[src/rtl/mac_dot_acc_pipe_if.sv]
// Stream bundle for mac_dot_acc_pipe: operand beats in, dot-product results out.
interface mac_dot_acc_pipe_if #(
    parameter int DATA_W = 16,
    parameter int LANES  = 4,
    parameter int ACC_W  = 48
);
    logic                    ivalid;
    logic                    oready;
    logic                    control;
    logic                    last;
    logic [LANES*DATA_W-1:0] datainA;
    logic [LANES*DATA_W-1:0] datainB;
    logic                    ovalid;
    logic                    iready;
    logic signed [ACC_W-1:0] dataout;
    logic                    overflow;

    modport master (
        output ivalid, control, last, datainA, datainB, iready,
        input  oready, ovalid, dataout, overflow
    );

    modport slave (
        input  ivalid, control, last, datainA, datainB, iready,
        output oready, ovalid, dataout, overflow
    );
endinterface

[src/rtl/mac_dot_acc_pipe.sv]
// Signed LANES-wide dot-product accumulator, 4-stage pipe with a global stall on result backpressure.
// Define MAC_ACC_SAT_EN to saturate the accumulator on overflow; otherwise it wraps at ACC_W.
module mac_dot_acc_pipe #(
    parameter int DATA_W = 16,
    parameter int LANES  = 4,
    parameter int ACC_W  = 48
) (
    input logic               clock,
    input logic               resetn,
    mac_dot_acc_pipe_if.slave bus
);
    localparam int PROD_W = 2 * DATA_W;
    localparam int SUM_W  = PROD_W + $clog2(LANES);

    logic                     adv;
    logic                     vld_p1, ctl_p1, last_p1;
    logic                     vld_p2, ctl_p2, last_p2;
    logic                     vld_p3, ctl_p3, last_p3;
    logic signed [DATA_W-1:0] a_p1 [LANES];
    logic signed [DATA_W-1:0] b_p1 [LANES];
    logic signed [PROD_W-1:0] prod_p2 [LANES];
    logic signed [SUM_W-1:0]  tree [LANES];
    logic signed [SUM_W-1:0]  sum_p3;
    logic signed [ACC_W-1:0]  acc;
    logic signed [ACC_W-1:0]  acc_next;
    logic signed [ACC_W:0]    acc_wide;
    logic                     ovf_acc;
    logic                     ovf_next;
    logic signed [ACC_W-1:0]  dataout_r;
    logic                     ovalid_r;
    logic                     overflow_r;

    // One guard bit above ACC_W: sign disagreement means the true sum left the range.
    function automatic logic wide_ovf(input logic signed [ACC_W:0] full);
        return full[ACC_W] ^ full[ACC_W-1];
    endfunction

`ifdef MAC_ACC_SAT_EN
    function automatic logic signed [ACC_W-1:0] sat_acc(input logic signed [ACC_W:0] full);
        if (!wide_ovf(full)) return full[ACC_W-1:0];
        return full[ACC_W] ? {1'b1, {(ACC_W-1){1'b0}}} : {1'b0, {(ACC_W-1){1'b1}}};
    endfunction
`endif

    assign adv          = !ovalid_r || bus.iready;
    assign bus.oready   = adv;
    assign bus.ovalid   = ovalid_r;
    assign bus.dataout  = dataout_r;
    assign bus.overflow = overflow_r;

    // Pairwise adder tree over the registered products, log2(LANES) levels.
    always_comb begin
        for (int i = 0; i < LANES; i++) tree[i] = SUM_W'(prod_p2[i]);
        for (int s = 1; s < LANES; s = s * 2)
            for (int i = 0; i < LANES; i = i + 2 * s)
                tree[i] = tree[i] + tree[i+s];
    end

    always_comb begin
        acc_wide = (ACC_W+1)'(acc) + (ACC_W+1)'(sum_p3);
        acc_next = ACC_W'(sum_p3);
        ovf_next = 1'b0;
        if (!ctl_p3) begin
`ifdef MAC_ACC_SAT_EN
            acc_next = ovf_acc ? acc : sat_acc(acc_wide);
`else
            acc_next = acc_wide[ACC_W-1:0];
`endif
            ovf_next = ovf_acc | wide_ovf(acc_wide);
        end
    end

    always_ff @(posedge clock or negedge resetn) begin
        if (!resetn) begin
            vld_p1     <= 1'b0;
            ctl_p1     <= 1'b0;
            last_p1    <= 1'b0;
            vld_p2     <= 1'b0;
            ctl_p2     <= 1'b0;
            last_p2    <= 1'b0;
            vld_p3     <= 1'b0;
            ctl_p3     <= 1'b0;
            last_p3    <= 1'b0;
            acc        <= '0;
            ovf_acc    <= 1'b0;
            dataout_r  <= '0;
            ovalid_r   <= 1'b0;
            overflow_r <= 1'b0;
        end else if (adv) begin
            // p1: accepted beat flags
            vld_p1   <= bus.ivalid;
            ctl_p1   <= bus.control;
            last_p1  <= bus.last;
            // p2: products
            vld_p2   <= vld_p1;
            ctl_p2   <= ctl_p1;
            last_p2  <= last_p1;
            // p3: lane sum
            vld_p3   <= vld_p2;
            ctl_p3   <= ctl_p2;
            last_p3  <= last_p2;
            // p4: accumulator and result
            if (vld_p3) begin
                acc     <= acc_next;
                ovf_acc <= ovf_next;
            end
            ovalid_r <= vld_p3 && last_p3;
            if (vld_p3 && last_p3) begin
                dataout_r  <= acc_next;
                overflow_r <= ovf_next;
            end
        end
    end

    always_ff @(posedge clock) begin
        if (adv) begin
            for (int i = 0; i < LANES; i++) begin
                a_p1[i]    <= bus.datainA[i*DATA_W +: DATA_W];
                b_p1[i]    <= bus.datainB[i*DATA_W +: DATA_W];
                prod_p2[i] <= PROD_W'(a_p1[i]) * PROD_W'(b_p1[i]);
            end
            sum_p3 <= tree[0];
        end
    end
endmodule
[src/flat_wrapper.sv]
// flat-port wrapper written by rule: the top's interface ports become plain ports
module mac_dot_acc_pipe_flat 
#(
    parameter int DATA_W = 16,
    parameter int LANES  = 4,
    parameter int ACC_W  = 48
)
  (clock, resetn, bus_ivalid, bus_control, bus_last, bus_datainA, bus_datainB, bus_iready, bus_oready, bus_ovalid, bus_dataout, bus_overflow);
  mac_dot_acc_pipe_if #(.DATA_W(DATA_W), .LANES(LANES), .ACC_W(ACC_W)) bus_i ();
  input logic clock;
  input logic resetn;
  input wire logic [$bits(bus_i.ivalid)-1:0] bus_ivalid;
  input wire logic [$bits(bus_i.control)-1:0] bus_control;
  input wire logic [$bits(bus_i.last)-1:0] bus_last;
  input wire logic [$bits(bus_i.datainA)-1:0] bus_datainA;
  input wire logic [$bits(bus_i.datainB)-1:0] bus_datainB;
  input wire logic [$bits(bus_i.iready)-1:0] bus_iready;
  output wire logic [$bits(bus_i.oready)-1:0] bus_oready;
  output wire logic [$bits(bus_i.ovalid)-1:0] bus_ovalid;
  output wire logic [$bits(bus_i.dataout)-1:0] bus_dataout;
  output wire logic [$bits(bus_i.overflow)-1:0] bus_overflow;
  assign bus_i.ivalid = bus_ivalid;
  assign bus_i.control = bus_control;
  assign bus_i.last = bus_last;
  assign bus_i.datainA = bus_datainA;
  assign bus_i.datainB = bus_datainB;
  assign bus_i.iready = bus_iready;
  assign bus_oready = bus_i.oready;
  assign bus_ovalid = bus_i.ovalid;
  assign bus_dataout = bus_i.dataout;
  assign bus_overflow = bus_i.overflow;
  mac_dot_acc_pipe #(.DATA_W(DATA_W), .LANES(LANES), .ACC_W(ACC_W)) u_core (.clock(clock), .resetn(resetn), .bus(bus_i));
endmodule
[config.mk]
export PLATFORM = sky130hd
export DESIGN_NAME = mac_dot_acc_pipe_flat
export DESIGN_NICKNAME = d
export VERILOG_FILES = /design/src/rtl/mac_dot_acc_pipe_if.sv /design/src/rtl/mac_dot_acc_pipe.sv /design/src/flat_wrapper.sv
export SDC_FILE = /design/constraint.sdc
export NUM_CORES = 2
export LEC_CHECK = 0
export BUFFER_PORTS_ARGS = -buffer_cell sky130_fd_sc_hd__buf_2
export CAP_MARGIN = 25
export CORE_ASPECT_RATIO = 0.5
export CORE_MARGIN = 2
export CORE_UTILIZATION = 49
export DETAILED_ROUTE_END_ITERATION = 12
export PLACE_DENSITY = 0.65
export SYNTH_ARGS = -nofsm -noshare
export SYNTH_HDL_FRONTEND = slang
export SYNTH_SLANG_ARGS = --single-unit
[constraint.sdc]
create_clock -name clock -period 17.7 [get_ports clock]
set_clock_uncertainty 0.2 [all_clocks]
set_input_delay 3.54 -clock clock [delete_from_list [all_inputs] [get_ports clock]]
set_output_delay 3.54 -clock clock [all_outputs]
set_load 0.01 [all_outputs]
==> flow_metrics.py <==
metrics = {
    "synthesis": {
        "synthSimpleGateAreaFrac_pct": 13.2,
        "synth-edff-count": 290,
        "synth_top_family_by_area": "adder cells",
        "synth_ff_type": "edfxtp_1",
        "synthAdderAreaFrac_pct": 45.7,
        "synth_compound_area_share_pct": 8.66,
        "synth_seq_area_share_pct": 19.3,
        "synth_top_area_cell": "fa_1",
        "syn_nets": 7630,
        "ys_async_sr_fraction_pct": 27.1,
        "netlist_top_cells_area": "fa_1, edfxtp_1, ha_1",
        "yosys_warnings": 0,
        "ys_ff_latch": 398,
        "syn_area_per_cell_um2": 9.88,
        "muxShareOfSynthArea_pct": 0.448,
        "syn_area_mm2": 0.0590,
        "synth_xor_area_share_pct": 3.92,
        "syn_inst": 5971,
        "yosys.area.top_type_share_pct": 35.7,
        "ys_types": 83,
    },
    "global_route": {
        "grt.overflow.total": 0,
        "grt_usage_pct": 22.6,
        "use_met2_pct": 38.9,
        "grt_max_degree": 146,
        "antenna_found_initial": 3,
        "use_met1_pct": 30.4,
        "top_usage_layer": "met2",
        "grt_use_met3_pct": 3.21,
        "grt_pass1_wl_um": 226000,
        "grt_pass1_vias": 44700,
    },
    "critical_path": {
        "path_class": "in2out",
        "cp.arrival_ns": 4.59,
        "critPathRequiredTime_ns": 13.96,
        "critPathLaunchType": "primary input",
        "end_kind": "output pin",
        "rrSetupSlack_ns": 10.41,
        "crit_fanout": 43,
    },
    "sta": {
        "drv_slew": 0,
        "worstMarginPinSlew_ns": 1.20,
        "period_minus_slack_ns": 8.33,
        "tns_ns": 0,
        "min_period_over_period_pct": 47.1,
        "max_clock_freq_mhz": 120,
        "relSlewSlack_pct": 19.3,
        "final.setup.worst_slack_ns": 9.37,
        "rsz0062_at_grt": "no",
        "setup_viol": 0,
        "hold_violations": 0,
    },
    "routing": {
        "drtPass1Iterations": 5,
        "via_per_inst": 5.32,
        "ant_nets": 0,
        "drtIter0Drc": 2673,
        "wirelength_um": 134000,
        "drc": 0,
        "wl_per_cell_um": 17.5,
        "via_count": 40800,
    },
    "status": {
        "status": "finished clean",
    },
    "floorplanning": {
        "die_h_um": 249,
        "coreArea_mm2": 0.119,
        "ioPinCount": 185,
        "rows": 89,
        "dieArea_mm2": 0.123,
        "start_util_pct": 49.7,
        "die_x_um": 495,
    },
    "finish": {
        "regArea_mm2": 0.0114,
        "area_growth_pct": 6.52,
        "drive_gt1_share_pct": 5.10,
        "nNetsFinal": 7700,
        "final_common_cell": "inv_1",
        "fin_cells": 7668,
        "nFillCells": 10600,
        "antenna_cells": 0,
        "multi_input_area_mm2": 0.0425,
        "final_cell_mix": "inv_1, fa_1, nand2_1",
    },
    "cts": {
        "postCtsSetupBuffers": 0,
        "numCtsBuffers": 44,
        "clkTransAtPathRegs_ns": 0.07,
        "clock_latency_ns": 0.64,
        "cts.htree.levels": 2,
        "cts_hold_buf": 0,
        "root_buffer": "clkbuf_16",
        "cts_sinks": 398,
        "clock_path_buffers": 3,
        "cts_resized": 0,
        "cts_tree": "yes",
    },
    "place": {
        "place_ws_ns": 9.27,
        "gp_congestion": 0.941,
        "portBuffers": 184,
        "place_inst": 7584,
        "dp_hpwl_um": 108000,
    },
    "worst_hold_path": {
        "hp-class": "reg2reg",
    },
    "flow_run": {
        "max_cap_violations": 0,
    },
}
[area by class of cell]
cell class                 count  share of cell area (%)
clock buffer                  57                    1.93
clock inverter                24                   0.404
inverter                    1195                    7.14
multi-input combinational   4208                    67.6
sequential                   398                    18.2
tap                         1592                    3.17
timing repair buffer         194                    1.61
[sequential cells by signal, indices dropped and copies added (netlist names)]
name / count
u_core.prod_p2: 128
u_core.a_p1: 64
u_core.b_p1: 64
u_core.acc: 48
u_core.bus.dataout: 48
u_core.sum_p3: 34
u_core.bus.ovalid: 1
u_core.bus.overflow: 1
u_core.ctl_p1: 1
u_core.ctl_p2: 1
u_core.ctl_p3: 1
u_core.last_p1: 1
u_core.last_p2: 1
u_core.last_p3: 1
u_core.ovf_acc: 1
u_core.vld_p1: 1
u_core.vld_p2: 1
u_core.vld_p3: 1
[metrics by stage]
stage | hold slack [ns] | util [%] | instance area, µm²
2_1_floorplan | 0.252 | - | 59000
3_3_place_gp | 0.263 | 51.7 | 61300
3_5_place_dp | 0.270 | 51.7 | 61300
4_1_cts | 0.266 | 52.9 | 62800
5_1_grt | 0.304 | 52.9 | 62800
6_report | 0.264 | 52.9 | 62800
[final timing paths]
kind,start,end,cells past startpoint
min in group asynchronous,resetn,u_core.vld_p3$_DFFE_PN0N_,1
max,bus_iready,bus_oready,3
min,u_core.ctl_p2$_DFFE_PN0N_,u_core.ctl_p3$_DFFE_PN0N_,1
max in group asynchronous,resetn,u_core.acc[5]$_DFFE_PN0P_,2
min reg2reg,u_core.ctl_p2$_DFFE_PN0N_,u_core.ctl_p3$_DFFE_PN0N_,1
max reg2reg,u_core.a_p1[2][7]$_DFFE_PN_,u_core.prod_p2[2][29]$_DFFE_PN_,23
[metal layers]
metal  wire [µm]  part of all wire, %
met1       58600                   44
met2       65900                   49
met5           0                    0
met4        2660                  2.0
met3        6600                  4.9
[worst max-delay path, cell delays in order]
cell,delay [ns]
buf_2,0.08
nand2b_4,0.56
buf_2,0.36
[synth_stat cells, types with 6 or more instances]
cell,number
and4_1,7
nand2b_1,47
and3_1,21
ha_1,473
nand3_1,40
a221o_1,9
a31oi_1,29
o21ai_1,44
o21ai_0,143
o31ai_1,8
nand4_1,21
dfrtp_1,108
nor3_1,37
nor2_1,197
o21a_1,52
nand2_1,666
o211ai_1,16
edfxtp_1,290
a21oi_1,238
clkbuf_1,163
or3_1,8
buf_1,6
and2_1,511
a21o_1,109
a211o_1,12
nor2b_1,20
xnor2_1,199
xor2_1,65
fa_1,1052
o21bai_1,44
mux2_2,19
a211oi_1,24
inv_1,1195
a2111oi_0,6
[kinds of logic (layout without fill, tap and decap cells)]
logic type | count (synthesis) | after routing
flip-flops | 398 | 398
XOR/XNOR | 264 | 264
AND/OR/NAND/NOR | 1594 | 1594
AO/OA/AOI/OAI | 801 | 801
buffers and inverters | 1365 | 1470
adder cells (fa/ha/maj) | 1525 | 1525
multiplexers | 24 | 24
Power is left out: the tool's default activity adds up to more than one toggle a clock period on the data nets, which glitch-free logic cannot reach.
